## src/rtl/less_distance_seq.sv

```systemverilog
// ============================================================================
// Module      : less_distance_seq
// Description : Captures a reference, scans COUNT candidates and reports the
//               one nearest the reference with its arrival index and distance.
// Revision    : 1.0 - initial release
// ============================================================================
`default_nettype none

module less_distance_seq #(
    parameter  int W     = 8,
    parameter  int COUNT = 4,
    localparam int IDXW  = $clog2(COUNT)
) (
    input  logic            clk,
    input  logic            rst_n,
    input  logic            start,
    input  logic [W-1:0]    ref_in,
    input  logic [W-1:0]    data_in,
    input  logic            data_valid,
    output logic            busy,
    output logic            done,
    output logic [W-1:0]    nearest,
    output logic [IDXW-1:0] nearest_idx,
    output logic [W-1:0]    min_dist
);

    localparam logic [IDXW-1:0] C_LAST = IDXW'(COUNT - 1);

    typedef enum logic [1:0] {
        S_IDLE = 2'd0,
        S_SCAN = 2'd1,
        S_DONE = 2'd2
    } state_t;

    state_t r_state;
    state_t w_state_nxt;

    logic [W-1:0]    r_ref;
    logic [IDXW-1:0] r_cnt;
    logic [W-1:0]    r_best_val;
    logic [IDXW-1:0] r_best_idx;
    logic [W-1:0]    r_best_dist;
    logic [W-1:0]    r_nearest;
    logic [IDXW-1:0] r_nearest_idx;
    logic [W-1:0]    r_min_dist;

    logic            w_accept;
    logic            w_last;
    logic            w_take;
    logic [W:0]      w_diff;
    logic [W-1:0]    w_dist;

    assign w_accept = (r_state == S_SCAN) && data_valid;
    assign w_last   = (r_cnt == C_LAST);

    // The extra top bit of the difference is the borrow; when set the
    // candidate is below the reference and the low bits are negated.
    assign w_diff = {1'b0, data_in} - {1'b0, r_ref};
    assign w_dist = w_diff[W] ? W'(~w_diff[W-1:0] + 1'b1) : w_diff[W-1:0];

    // Strict less-than keeps the earliest index on ties.
    assign w_take = (r_cnt == '0) || (w_dist < r_best_dist);

    always_ff @(posedge clk) begin
        if (!rst_n) begin
            r_state <= S_IDLE;
        end else begin
            r_state <= w_state_nxt;
        end
    end

    always_comb begin
        w_state_nxt = r_state;
        case (r_state)
            S_IDLE: begin
                if (start) begin
                    w_state_nxt = S_SCAN;
                end
            end
            S_SCAN: begin
                if (w_accept && w_last) begin
                    w_state_nxt = S_DONE;
                end
            end
            S_DONE:  w_state_nxt = S_IDLE;
            default: w_state_nxt = S_IDLE;
        endcase
    end

    always_ff @(posedge clk) begin
        if (!rst_n) begin
            r_ref         <= '0;
            r_cnt         <= '0;
            r_best_val    <= '0;
            r_best_idx    <= '0;
            r_best_dist   <= '0;
            r_nearest     <= '0;
            r_nearest_idx <= '0;
            r_min_dist    <= '0;
        end else begin
            if ((r_state == S_IDLE) && start) begin
                r_ref <= ref_in;
                r_cnt <= '0;
            end
            if (w_accept) begin
                r_cnt <= r_cnt + 1'b1;
                if (w_take) begin
                    r_best_val  <= data_in;
                    r_best_idx  <= r_cnt;
                    r_best_dist <= w_dist;
                end
                // Published results change only when the search completes.
                if (w_last) begin
                    r_nearest     <= w_take ? data_in : r_best_val;
                    r_nearest_idx <= w_take ? r_cnt   : r_best_idx;
                    r_min_dist    <= w_take ? w_dist  : r_best_dist;
                end
            end
        end
    end

    assign busy        = (r_state == S_SCAN);
    assign done        = (r_state == S_DONE);
    assign nearest     = r_nearest;
    assign nearest_idx = r_nearest_idx;
    assign min_dist    = r_min_dist;

endmodule

`default_nettype wire

```

## config.mk

```make
export PLATFORM = sky130hd
export DESIGN_NAME = less_distance_seq
export DESIGN_NICKNAME = d
export VERILOG_FILES = /design/src/rtl/less_distance_seq.sv
export SDC_FILE = /design/constraint.sdc
export NUM_CORES = 1
export LEC_CHECK = 0
export BUFFER_PORTS_ARGS = -buffer_cell sky130_fd_sc_hd__buf_4
export CAP_MARGIN = 20
export CORE_MARGIN = 2
export CORE_UTILIZATION = 55
export DETAILED_ROUTE_END_ITERATION = 10
export PLACE_DENSITY = 0.88
export SETUP_SLACK_MARGIN = 0.5
export SYNTH_ARGS = -nofsm -noshare
export SYNTH_HDL_FRONTEND = slang
export SYNTH_SLANG_ARGS = --single-unit
```

## constraint.sdc

```tcl
create_clock -name clk -period 5.2 [get_ports clk]
set_clock_uncertainty 0.1 [all_clocks]
set_input_delay 1.04 -clock clk [delete_from_list [all_inputs] [get_ports clk]]
set_output_delay 1.04 -clock clk [all_outputs]
set_load 0.05 [all_outputs]
```

==> flow_metrics.env <==
export IMPL_cp_max_fo=7
export IMPL_min_to="min_dist[5]"
export IMPL_clkSlewWorstSetupHoldPaths_ns=0.09
export IMPL_initial_utilization_pct=56.5
export IMPL_synth_seq_cells=48
export IMPL_worst_pin_slew_ns=0.829
export IMPL_switching_share_pct=31.8
export IMPL_cap_violations=0
export IMPL_io_buffers=39
export IMPL_num_io_pins=40
export IMPL_ys_async_sr_fraction_pct=0
export IMPL_ff2ff_path_depth=16
export IMPL_use_met3_pct=4.66
export IMPL_nets=397
export IMPL_synth_main_ff_cell="dfxtp_1"
export IMPL_worstSetupStartpoint="data_in[0]"
export IMPL_drive_gt1_share_pct=18.4
export IMPL_stdcell_area_sq_um=3180
export IMPL_yosys_area_top_type_share_pct=36.2
export IMPL_status="finished, final reports clean"
export IMPL_post_dp_hpwl_um=4330
export IMPL_postSynthAreaPerCell_sq_um=8.36
export IMPL_cts_sink_count=48
export IMPL_startpoint_type="input port"
export IMPL_hold_buffers=0
export IMPL_fmax_mhz=220
export IMPL_die_x_um=73.4
export IMPL_synthTopCellsByCount="nand2_1, dfxtp_1, inv_1"
export IMPL_synth_most_common_cell="nand2_1"
export IMPL_gp_congestion=0.862
export IMPL_pwr_share_comb_pct=30.2
export IMPL_route_detailed_drc=0
export IMPL_syn_nets=356
export IMPL_reg2reg_slack_ns=1.24
export IMPL_synthTopCellsByArea="dfxtp_1, nand2_1, ha_1"
export IMPL_power_frac_clock_pct=26.2
export IMPL_clkLatencyLatePin_ns=0.30
export IMPL_gr_total_overflow=0
export IMPL_busiest_layer="met2"
export IMPL_grtUsageMet2_pct=39.6
export IMPL_grt_pass1_wl_um=9720
export IMPL_cts_tree="yes"
export IMPL_dp_slack_ns=0.237
export IMPL_syn_to_final_growth_pct=19.9
export IMPL_vias=2362
export IMPL_leakagePower_uw=0.00147
export IMPL_antenna_diode_count=0
export IMPL_synth_edf_count=0
export IMPL_htreeDepth=2
export IMPL_die_area_sq_um=5390
export IMPL_pwr_share_seq_pct=43.6
export IMPL_synth_largest_area_cell="dfxtp_1"
export IMPL_drtPass1Iterations=4
export IMPL_vias_per_cell=5.72
export IMPL_grt_max_degree=50
export IMPL_antenna_found_initial=0
export IMPL_detail_route_wl_per_cell_um=14.2
export IMPL_final_antenna_net_count=0
export IMPL_hold_path_class="flop to flop"
export IMPL_final_hold_viol_count=0
export IMPL_ys_seq_area_share_pct=36.2
export IMPL_slew_headroom_pct=44.7
export IMPL_yosys_warnings=0
export IMPL_rows=25
export IMPL_timing_final_crit_share_pct=87.4
export IMPL_multiInputGateArea_sq_um=1600
export IMPL_min_path_cells=2
export IMPL_setup_viol=0
export IMPL_reg2reg_to="nearest[2]"
export IMPL_clockBufferDepth=2
export IMPL_worstPathRequired_ns=5.30
export IMPL_hp_start="min_dist[5]"
export IMPL_netlist_instances=317
export IMPL_p_sw_uw=283
export IMPL_layout_setup_ws_ns=0.657
export IMPL_core_area_sq_um=4690
export IMPL_crit_arrival_ns=4.64
export IMPL_cp_end_kind="flop"
export IMPL_fillers=383
export IMPL_numCtsBuffers=5
export IMPL_slew_violations=0
export IMPL_regArea_sq_um=961
export IMPL_grt_pass1_vias=2269
export IMPL_synthDistinctLibCells=44
export IMPL_powerDensity_nw_per_um2=280
export IMPL_wirelength_um=5860
export IMPL_p_int_uw=606
export IMPL_ir_worst_vdd_v=0.000224
export IMPL_rsz0062_at_grt="true"
export IMPL_placed_cell_area_sq_um=3000
export IMPL_period_needed_ns=4.54
export IMPL_setup_tns_final_ns=0
export IMPL_hold_slack_ns=0.358
export IMPL_synth_area_sq_um=2650
export IMPL_cts_root_buf="clkbuf_8"
export IMPL_grtUsageTotal_pct=22.6
export IMPL_die_y_um=73.4
export IMPL_reg2reg_from="r_ref[0]"
export IMPL_first_iter_violations=125
export IMPL_met1_usage_pct=26.8
export IMPL_worstSetupPathType="input port to flop"
## state kept, by name (all words and copies together) (netlist names), 8 cells and up
name,cells
min_dist,8
r_ref,8
nearest,8
r_best_val,8
r_best_dist,8
## critical path, stage by stage
cell and delay [ns]:
buf_4 0.12, inv_1 0.09, ha_1 0.19, fa_1 0.46, ha_2 0.22, nand3b_1 0.10
mux2i_2 0.09, a311oi_2 0.31, xor2_1 0.26, inv_1 0.11, ha_4 0.29, nand4_1 0.09
a21o_1 0.19, a311oi_4 0.40, buf_6 0.20, mux2i_1 0.21, nand2_1 0.08, o211a_1 0.16
## what timing repair did
action	CTS	global route
setup endpoints to repair	2	25
pin swaps	1	4
gates resized for setup	0	7
buffers inserted	1	3
cloned	0	1
## layer usage
metal,vias to the layer above,routed length [um]
li1,1181,-
met1,1090,2520
met2,74,2890
met3,17,286
met4,0,168
met5,-,0
## cell usage in the layout, fill, tap and decap left out, types with 2 or more instances in the layout
master and n:
a21boi_0 18, a21o_1 2, a21oi_1 14, and2_1 4, and3_1 3, buf_4 47
clkbuf_8 6, clkinvlp_4 2, dfxtp_1 48, ha_1 16, inv_1 21, mux2i_1 7
nand2_1 62, nand2b_1 2, nand3_1 9, nand4_1 3, nor2_1 10, nor2b_1 7
nor3_1 5, o211a_1 16, o211ai_1 4, o21a_1 3, o21ai_0 9, o21ai_1 2
o311ai_1 2, or2_1 2, xnor2_1 7, xor2_1 3
## worst max-delay path by stage
stage	end	slack, ns
2_1_floorplan	nearest[1]	0.69
6_report	nearest[2]	0.66
3_3_place_gp	nearest[7]	0.37
3_5_place_dp	nearest[3]	0.24
4_1_cts	nearest[2]	0.58
5_1_grt	min_dist[0]	0.46
## cell type report
type,count,area share (%)
repair buffers,49,11.6
flip-flops and latches,48,30.2
well taps,54,2.13
inverters,21,2.48
clock inverters,2,0.472
multi-input cells,233,50.5
clock buffers,6,2.60
## power by group through the flow
stage	Clock, uW	Sequential, uW	Combinational (uW)
after floorplan	0	394	173
after global placement	0	395	226
after detailed placement	0	396	236
after CTS	236	387	242
after global routing	253	389	296
final	233	387	269
## through the flow
step | total power [uW] | std cells | utilization (%)
after global placement | 621 | 400 | 64.0
after floorplan | 567 | 317 | -
after detailed placement | 632 | 400 | 64.0
after global routing | 938 | 413 | 67.7
final | 889 | 413 | 67.7
after CTS | 865 | 409 | 66.3
## kinds of logic after synthesis
family | after synthesis | synth area share, %
AND/OR/NAND/NOR | 113 | 19.3
AO/OA/AOI/OAI | 82 | 23.2
flip-flops | 48 | 36.2
buffers and inverters | 36 | 5.33
adder cells (fa/ha/maj) | 19 | 9.25
XOR/XNOR | 11 | 3.63
multiplexers | 8 | 3.02
Note: power is estimated with default switching activity, not from simulation.
